`src/rtl/mac_frame_accumulator_if.sv`:
```
// rtl/mac_frame_accumulator_if.sv - sample input and frame-total output handshake bundle
interface mac_frame_accumulator_if #(
    parameter int DATA_WIDTH = 16,
    parameter int ACC_WIDTH  = 24
);
    logic [DATA_WIDTH-1:0] in_data;
    logic                  in_valid;
    logic [ACC_WIDTH-1:0]  out_sum;
    logic                  out_ovf;
    logic                  out_valid;
    logic                  out_ready;

    // master: the environment feeding samples and consuming totals
    modport master (
        output in_data, in_valid, out_ready,
        input  out_sum, out_ovf, out_valid
    );

    // slave: the accumulator itself
    modport slave (
        input  in_data, in_valid, out_ready,
        output out_sum, out_ovf, out_valid
    );
endinterface

```
`src/rtl/mac_frame_accumulator.sv`:
```
// rtl/mac_frame_accumulator.sv - sums FRAME_LEN samples into a saturating frame total
module mac_frame_accumulator #(
    parameter int DATA_WIDTH = 16,
    parameter int ACC_WIDTH  = 24,
    parameter int FRAME_LEN  = 8,
    parameter int DROP_WIDTH = 8
) (
    input  logic                  clk,
    input  logic                  reset,
    input  logic                  start,
    mac_frame_accumulator_if.slave bus,
    output logic                  busy,
    output logic [DROP_WIDTH-1:0] drop_cnt
);
    localparam int CNT_W = $clog2(FRAME_LEN + 1);

    typedef enum logic [1:0] {
        IDLE  = 2'd0,
        ACCUM = 2'd1,
        DONE  = 2'd2
    } state_t;

    state_t               state;
    state_t               state_next;
    logic [ACC_WIDTH-1:0] acc;
    logic [CNT_W-1:0]     cnt;
    logic                 sat;
    logic [ACC_WIDTH-1:0] out_sum_r;
    logic                 out_ovf_r;
    logic                 out_valid_r;

    logic [ACC_WIDTH:0]   sum_ext;
    logic                 carry;
    logic [ACC_WIDTH-1:0] sat_sum;
    logic                 last_sample;
    logic                 handshake;

    // One extra bit catches the carry out of the unsigned add.
    assign sum_ext     = {1'b0, acc} + {{(ACC_WIDTH + 1 - DATA_WIDTH){1'b0}}, bus.in_data};
    assign carry       = sum_ext[ACC_WIDTH];
    assign sat_sum     = carry ? {ACC_WIDTH{1'b1}} : sum_ext[ACC_WIDTH-1:0];
    assign last_sample = (cnt == CNT_W'(FRAME_LEN - 1));
    assign handshake   = out_valid_r & bus.out_ready;

    assign bus.out_sum   = out_sum_r;
    assign bus.out_ovf   = out_ovf_r;
    assign bus.out_valid = out_valid_r;
    assign busy          = (state != IDLE);

    always_ff @(posedge clk or posedge reset) begin
        if (reset) begin
            state <= IDLE;
        end else begin
            state <= state_next;
        end
    end

    always_comb begin
        state_next = state;
        case (state)
            IDLE: begin
                if (start) state_next = ACCUM;
            end
            ACCUM: begin
                if (start) begin
                    state_next = ACCUM;
                end else if (bus.in_valid && last_sample) begin
                    state_next = DONE;
                end
            end
            DONE: begin
                if (handshake) state_next = start ? ACCUM : IDLE;
            end
            default: state_next = IDLE;
        endcase
    end

    always_ff @(posedge clk or posedge reset) begin
        if (reset) begin
            acc         <= '0;
            cnt         <= '0;
            sat         <= 1'b0;
            drop_cnt    <= '0;
            out_sum_r   <= '0;
            out_ovf_r   <= 1'b0;
            out_valid_r <= 1'b0;
        end else begin
            case (state)
                IDLE: begin
                    if (start) begin
                        acc      <= '0;
                        cnt      <= '0;
                        sat      <= 1'b0;
                        drop_cnt <= '0;
                    end
                end
                ACCUM: begin
                    // start wins: the same-cycle sample is thrown away
                    if (start) begin
                        acc      <= '0;
                        cnt      <= '0;
                        sat      <= 1'b0;
                        drop_cnt <= '0;
                    end else if (bus.in_valid) begin
                        acc <= sat_sum;
                        sat <= sat | carry;
                        cnt <= cnt + CNT_W'(1);
                        if (last_sample) begin
                            out_sum_r   <= sat_sum;
                            out_ovf_r   <= sat | carry;
                            out_valid_r <= 1'b1;
                        end
                    end
                end
                DONE: begin
                    if (bus.in_valid && (drop_cnt != {DROP_WIDTH{1'b1}})) begin
                        drop_cnt <= drop_cnt + DROP_WIDTH'(1);
                    end
                    if (handshake) begin
                        out_valid_r <= 1'b0;
                        // a restart clears the drop count even if a sample was dropped this cycle
                        if (start) begin
                            acc      <= '0;
                            cnt      <= '0;
                            sat      <= 1'b0;
                            drop_cnt <= '0;
                        end
                    end
                end
                default: ;
            endcase
        end
    end
endmodule
```
`src/flat_wrapper.sv`:
```
// flat-port wrapper written by rule: the top's interface ports become plain ports
module mac_frame_accumulator_flat 
#(
    parameter int DATA_WIDTH = 16,
    parameter int ACC_WIDTH  = 24,
    parameter int FRAME_LEN  = 8,
    parameter int DROP_WIDTH = 8
)
  (clk, reset, start, busy, drop_cnt, bus_in_data, bus_in_valid, bus_out_ready, bus_out_sum, bus_out_ovf, bus_out_valid);
  mac_frame_accumulator_if #(.DATA_WIDTH(DATA_WIDTH), .ACC_WIDTH(ACC_WIDTH)) bus_i ();
  input  logic clk;
  input  logic reset;
  input  logic start;
  output logic busy;
  output logic [DROP_WIDTH-1:0] drop_cnt;
  input wire logic [$bits(bus_i.in_data)-1:0] bus_in_data;
  input wire logic [$bits(bus_i.in_valid)-1:0] bus_in_valid;
  input wire logic [$bits(bus_i.out_ready)-1:0] bus_out_ready;
  output wire logic [$bits(bus_i.out_sum)-1:0] bus_out_sum;
  output wire logic [$bits(bus_i.out_ovf)-1:0] bus_out_ovf;
  output wire logic [$bits(bus_i.out_valid)-1:0] bus_out_valid;
  assign bus_i.in_data = bus_in_data;
  assign bus_i.in_valid = bus_in_valid;
  assign bus_i.out_ready = bus_out_ready;
  assign bus_out_sum = bus_i.out_sum;
  assign bus_out_ovf = bus_i.out_ovf;
  assign bus_out_valid = bus_i.out_valid;
  mac_frame_accumulator #(.DATA_WIDTH(DATA_WIDTH), .ACC_WIDTH(ACC_WIDTH), .FRAME_LEN(FRAME_LEN), .DROP_WIDTH(DROP_WIDTH)) u_core (.clk(clk), .reset(reset), .start(start), .bus(bus_i), .busy(busy), .drop_cnt(drop_cnt));
endmodule
```
`config.mk`:
```
export PLATFORM = sky130hd
export DESIGN_NAME = mac_frame_accumulator_flat
export DESIGN_NICKNAME = d
export VERILOG_FILES = /design/src/rtl/mac_frame_accumulator_if.sv /design/src/rtl/mac_frame_accumulator.sv /design/src/flat_wrapper.sv
export SDC_FILE = /design/constraint.sdc
export NUM_CORES = 1
export LEC_CHECK = 0
export CORE_MARGIN = 1.5
export CORE_UTILIZATION = 45
export CTS_BUF_LIST = sky130_fd_sc_hd__clkbuf_8
export CTS_CLUSTER_DIAMETER = 200
export DETAILED_ROUTE_END_ITERATION = 7
export PLACE_DENSITY = 0.72
export SYNTH_ARGS = -nofsm -noshare
export SYNTH_HDL_FRONTEND = slang
export SYNTH_SLANG_ARGS = --single-unit
```
`constraint.sdc`:
```
create_clock -name clk -period 6.3 [get_ports clk]
set_clock_uncertainty 0.2 [all_clocks]
set_input_delay 1.26 -clock clk [delete_from_list [all_inputs] [get_ports clk]]
set_output_delay 1.26 -clock clk [all_outputs]
set_load 0.01 [all_outputs]
```
==> results.sh <==
export IMPL_syn_inst=428
export IMPL_synth_compound_area_share_pct=23.6
export IMPL_dpl_cell_area_mm2=0.00446
export IMPL_drive_gt1_share_pct=7.45
export IMPL_netlist_area_mm2=0.00384
export IMPL_finalSetupTns_ns=0
export IMPL_synth_seq_cells=65
export IMPL_final_cell_mix="dfrtp_1, nand2_1, clkdlybuf4s50_1, o21ai_0, nor2_1"
export IMPL_hold_path_class="flip-flop to flip-flop"
export IMPL_drv_cap=0
export IMPL_antenna_found_initial=0
export IMPL_die_area_mm2=0.00909
export IMPL_core_area_mm2=0.00822
export IMPL_tightest_slew_ns=0.992
export IMPL_status="completed"
export IMPL_multiInputGateArea_mm2=0.00209
export IMPL_rows=33
export IMPL_path_max_fanout=18
export IMPL_powerDensity_mw_per_mm2=234
export IMPL_via_per_inst=5.79
export IMPL_leakagePower_nw=2.05
export IMPL_final_common_cell="dfrtp_1"
export IMPL_globalRouteOverflowTotal=0
export IMPL_grt_first_pass_wirelength_mm=15.6
export IMPL_fin_nets=519
export IMPL_drt_iter0_markers=202
export IMPL_n_antenna_cell=0
export IMPL_start_kind="primary input"
export IMPL_synth_cell_types=62
export IMPL_grt_usage_pct=22.3
export IMPL_synth_fa_ha_area_share_pct=6.39
export IMPL_synthArstFlopShare_pct=100
export IMPL_yosysSeqAreaShare_pct=42.4
export IMPL_rsz0062_at_grt="no"
export IMPL_route_vias_total=3404
export IMPL_post_route_min_period_ns=3.99
export IMPL_hold_depth=2
export IMPL_synth_xor_area_share_pct=5.02
export IMPL_yosysWarnings=0
export IMPL_place_hpwl_mm=6.41
export IMPL_drv_slew=0
export IMPL_htreeDepth=3
export IMPL_clock_fmax_mhz=250
export IMPL_gp_congestion=0.954
export IMPL_post_cts_buffers=0
export IMPL_cts_sinks=65
export IMPL_finalSetupViolations=0
export IMPL_cts_buffers=9
export IMPL_ff_latch_area_mm2=0.00163
export IMPL_reg2reg_depth=9
export IMPL_path_clk_slew_ns=0.07
export IMPL_clkLatencyLatePin_ns=0.35
export IMPL_synth_edf_count=0
export IMPL_drc=0
export IMPL_holdBufCountCts=0
export IMPL_firstDrtPassIters=5
export IMPL_required_ns=6.32
export IMPL_final_cell_area_mm2=0.00466
export IMPL_r2r_setup_slack_ns=3.26
export IMPL_clk_path_buf_depth=2
export IMPL_ir_drop_mv=0.118
export IMPL_synthMuxAreaShare_pct=0.783
export IMPL_worstPathArrival_ns=4.01
export IMPL_critical_path_endpoint_type="flip-flop"
export IMPL_finalWirelength_mm=9.31
export IMPL_die_h_um=95.3
export IMPL_avgRoutedWirePerCell_um=15.8
export IMPL_power_mw=1.09
export IMPL_grt_max_degree=66
export IMPL_synth_top_family_by_area="compound AO/OA/AOI/OAI gates"
export IMPL_cts_resized=0
export IMPL_port_buffers=55
export IMPL_synth_fp_nets=468
export IMPL_hold_viol=0
export IMPL_synth_area_per_cell_um2=8.96
export IMPL_min_period_over_period_pct=63.4
export IMPL_initial_core_util_pct=46.7
export IMPL_fill_cells=775
export IMPL_cts_root_buf="clkbuf_8"
export IMPL_slew_headroom_pct=33.7
export IMPL_io_pins=56
export IMPL_ant_nets=0
export IMPL_area_growth_pct=21.4
export IMPL_die_x_um=95.3
export IMPL_ys_flop_type="dfrtp_1"
export IMPL_synth_simple_area_share_pct=18.8
export IMPL_cts_tree="yes"
export IMPL_path_class="primary input to flip-flop"
export IMPL_first_global_vias=3318
## area by class of cell
cell class	instances	area share [%]
Multi-Input combinational cell	335	45.0
Sequential cell	65	34.9
Timing Repair Buffer	58	12.3
Clock buffer	11	3.25
Tap cell	105	2.82
Clock inverter	4	0.940
Inverter	10	0.806
## per-layer routing
metal  vias to the layer above  routed length, um  global-route usage (%)
li1                       1627                  -                       -
met1                      1654               4480                    30.4
met2                       102               4190                    34.6
met3                        21                436                    3.83
met4                         0                201                    9.83
met5                         -                  0                       0
## cell usage after synthesis (5+ instances only)
cell	n	area (um^2)
xor2_1	10	87.6
nand2_1	56	210
inv_1	10	37.5
and3_1	5	31.3
ha_1	18	225
dfrtp_1	65	1630
nand3_1	13	65.1
a21o_1	8	60.1
xnor2_1	12	105
nor2_1	45	169
nand4_1	6	37.5
clkbuf_1	14	52.6
o21ai_0	52	260
nand2b_1	5	31.3
a22o_1	8	70.1
a21oi_1	19	95.1
## stage by stage
stage / std cells / setup WS [ns] / utilization (%) / hold slack, ns
floorplan: 428 / 2.68 / - / 0.250
CTS: 588 / 2.32 / 56.7 / 0.285
finish: 588 / 2.31 / 56.7 / 0.279
global placement: 573 / 2.03 / 54.3 / 0.260
detailed placement: 573 / 1.99 / 54.3 / 0.270
global route: 588 / 2.17 / 56.7 / 0.301
## final timing paths
path                                        from                endpoint
setup / recovery                  bus_in_data[0]  u_core.bus.out_sum[21]
hold / removal             u_core.bus.out_sum[3]   u_core.bus.out_sum[3]
setup reg to reg                   u_core.acc[0]  u_core.bus.out_sum[21]
hold reg to reg            u_core.bus.out_sum[3]   u_core.bus.out_sum[3]
max in group asynchronous                  reset           u_core.acc[7]
min in group asynchronous                  reset      u_core.drop_cnt[2]
## state kept, by name (all words and copies together) (netlist names)
signal                flops
u_core.drop_cnt           8
u_core.acc               24
u_core.sat                1
u_core.cnt                4
u_core.bus.out_ovf        1
u_core.bus.out_sum       24
u_core.state              2
u_core.bus.out_valid      1
## where the power goes
group          leakage [nW]  total (mW)  internal (mW)  switching [mW]
Combinational          1.06       0.279          0.109           0.170
Sequential            0.890       0.450          0.437          0.0137
Clock                 0.106       0.360          0.199           0.160
## kinds of logic (layout without fill, tap and decap cells)
group / Yosys count / after routing
buf+inv: 28 / 83
simple gates: 155 / 155
xor+xnor: 22 / 22
mux: 3 / 3
flops: 65 / 65
fa+ha+maj: 19 / 19
compound gates: 136 / 136
## worst max-delay path, stage by stage
cell and delay [ns]:
clkdlybuf4s50_1 0.40, ha_1 0.23, fa_1 0.41, a21o_1 0.21, a221o_1 0.40, a41o_1 0.32
nor2_4 0.17, a21oi_4 0.18, nor2_1 0.31, a21oi_1 0.11
Power figures use the tool's default switching activity.
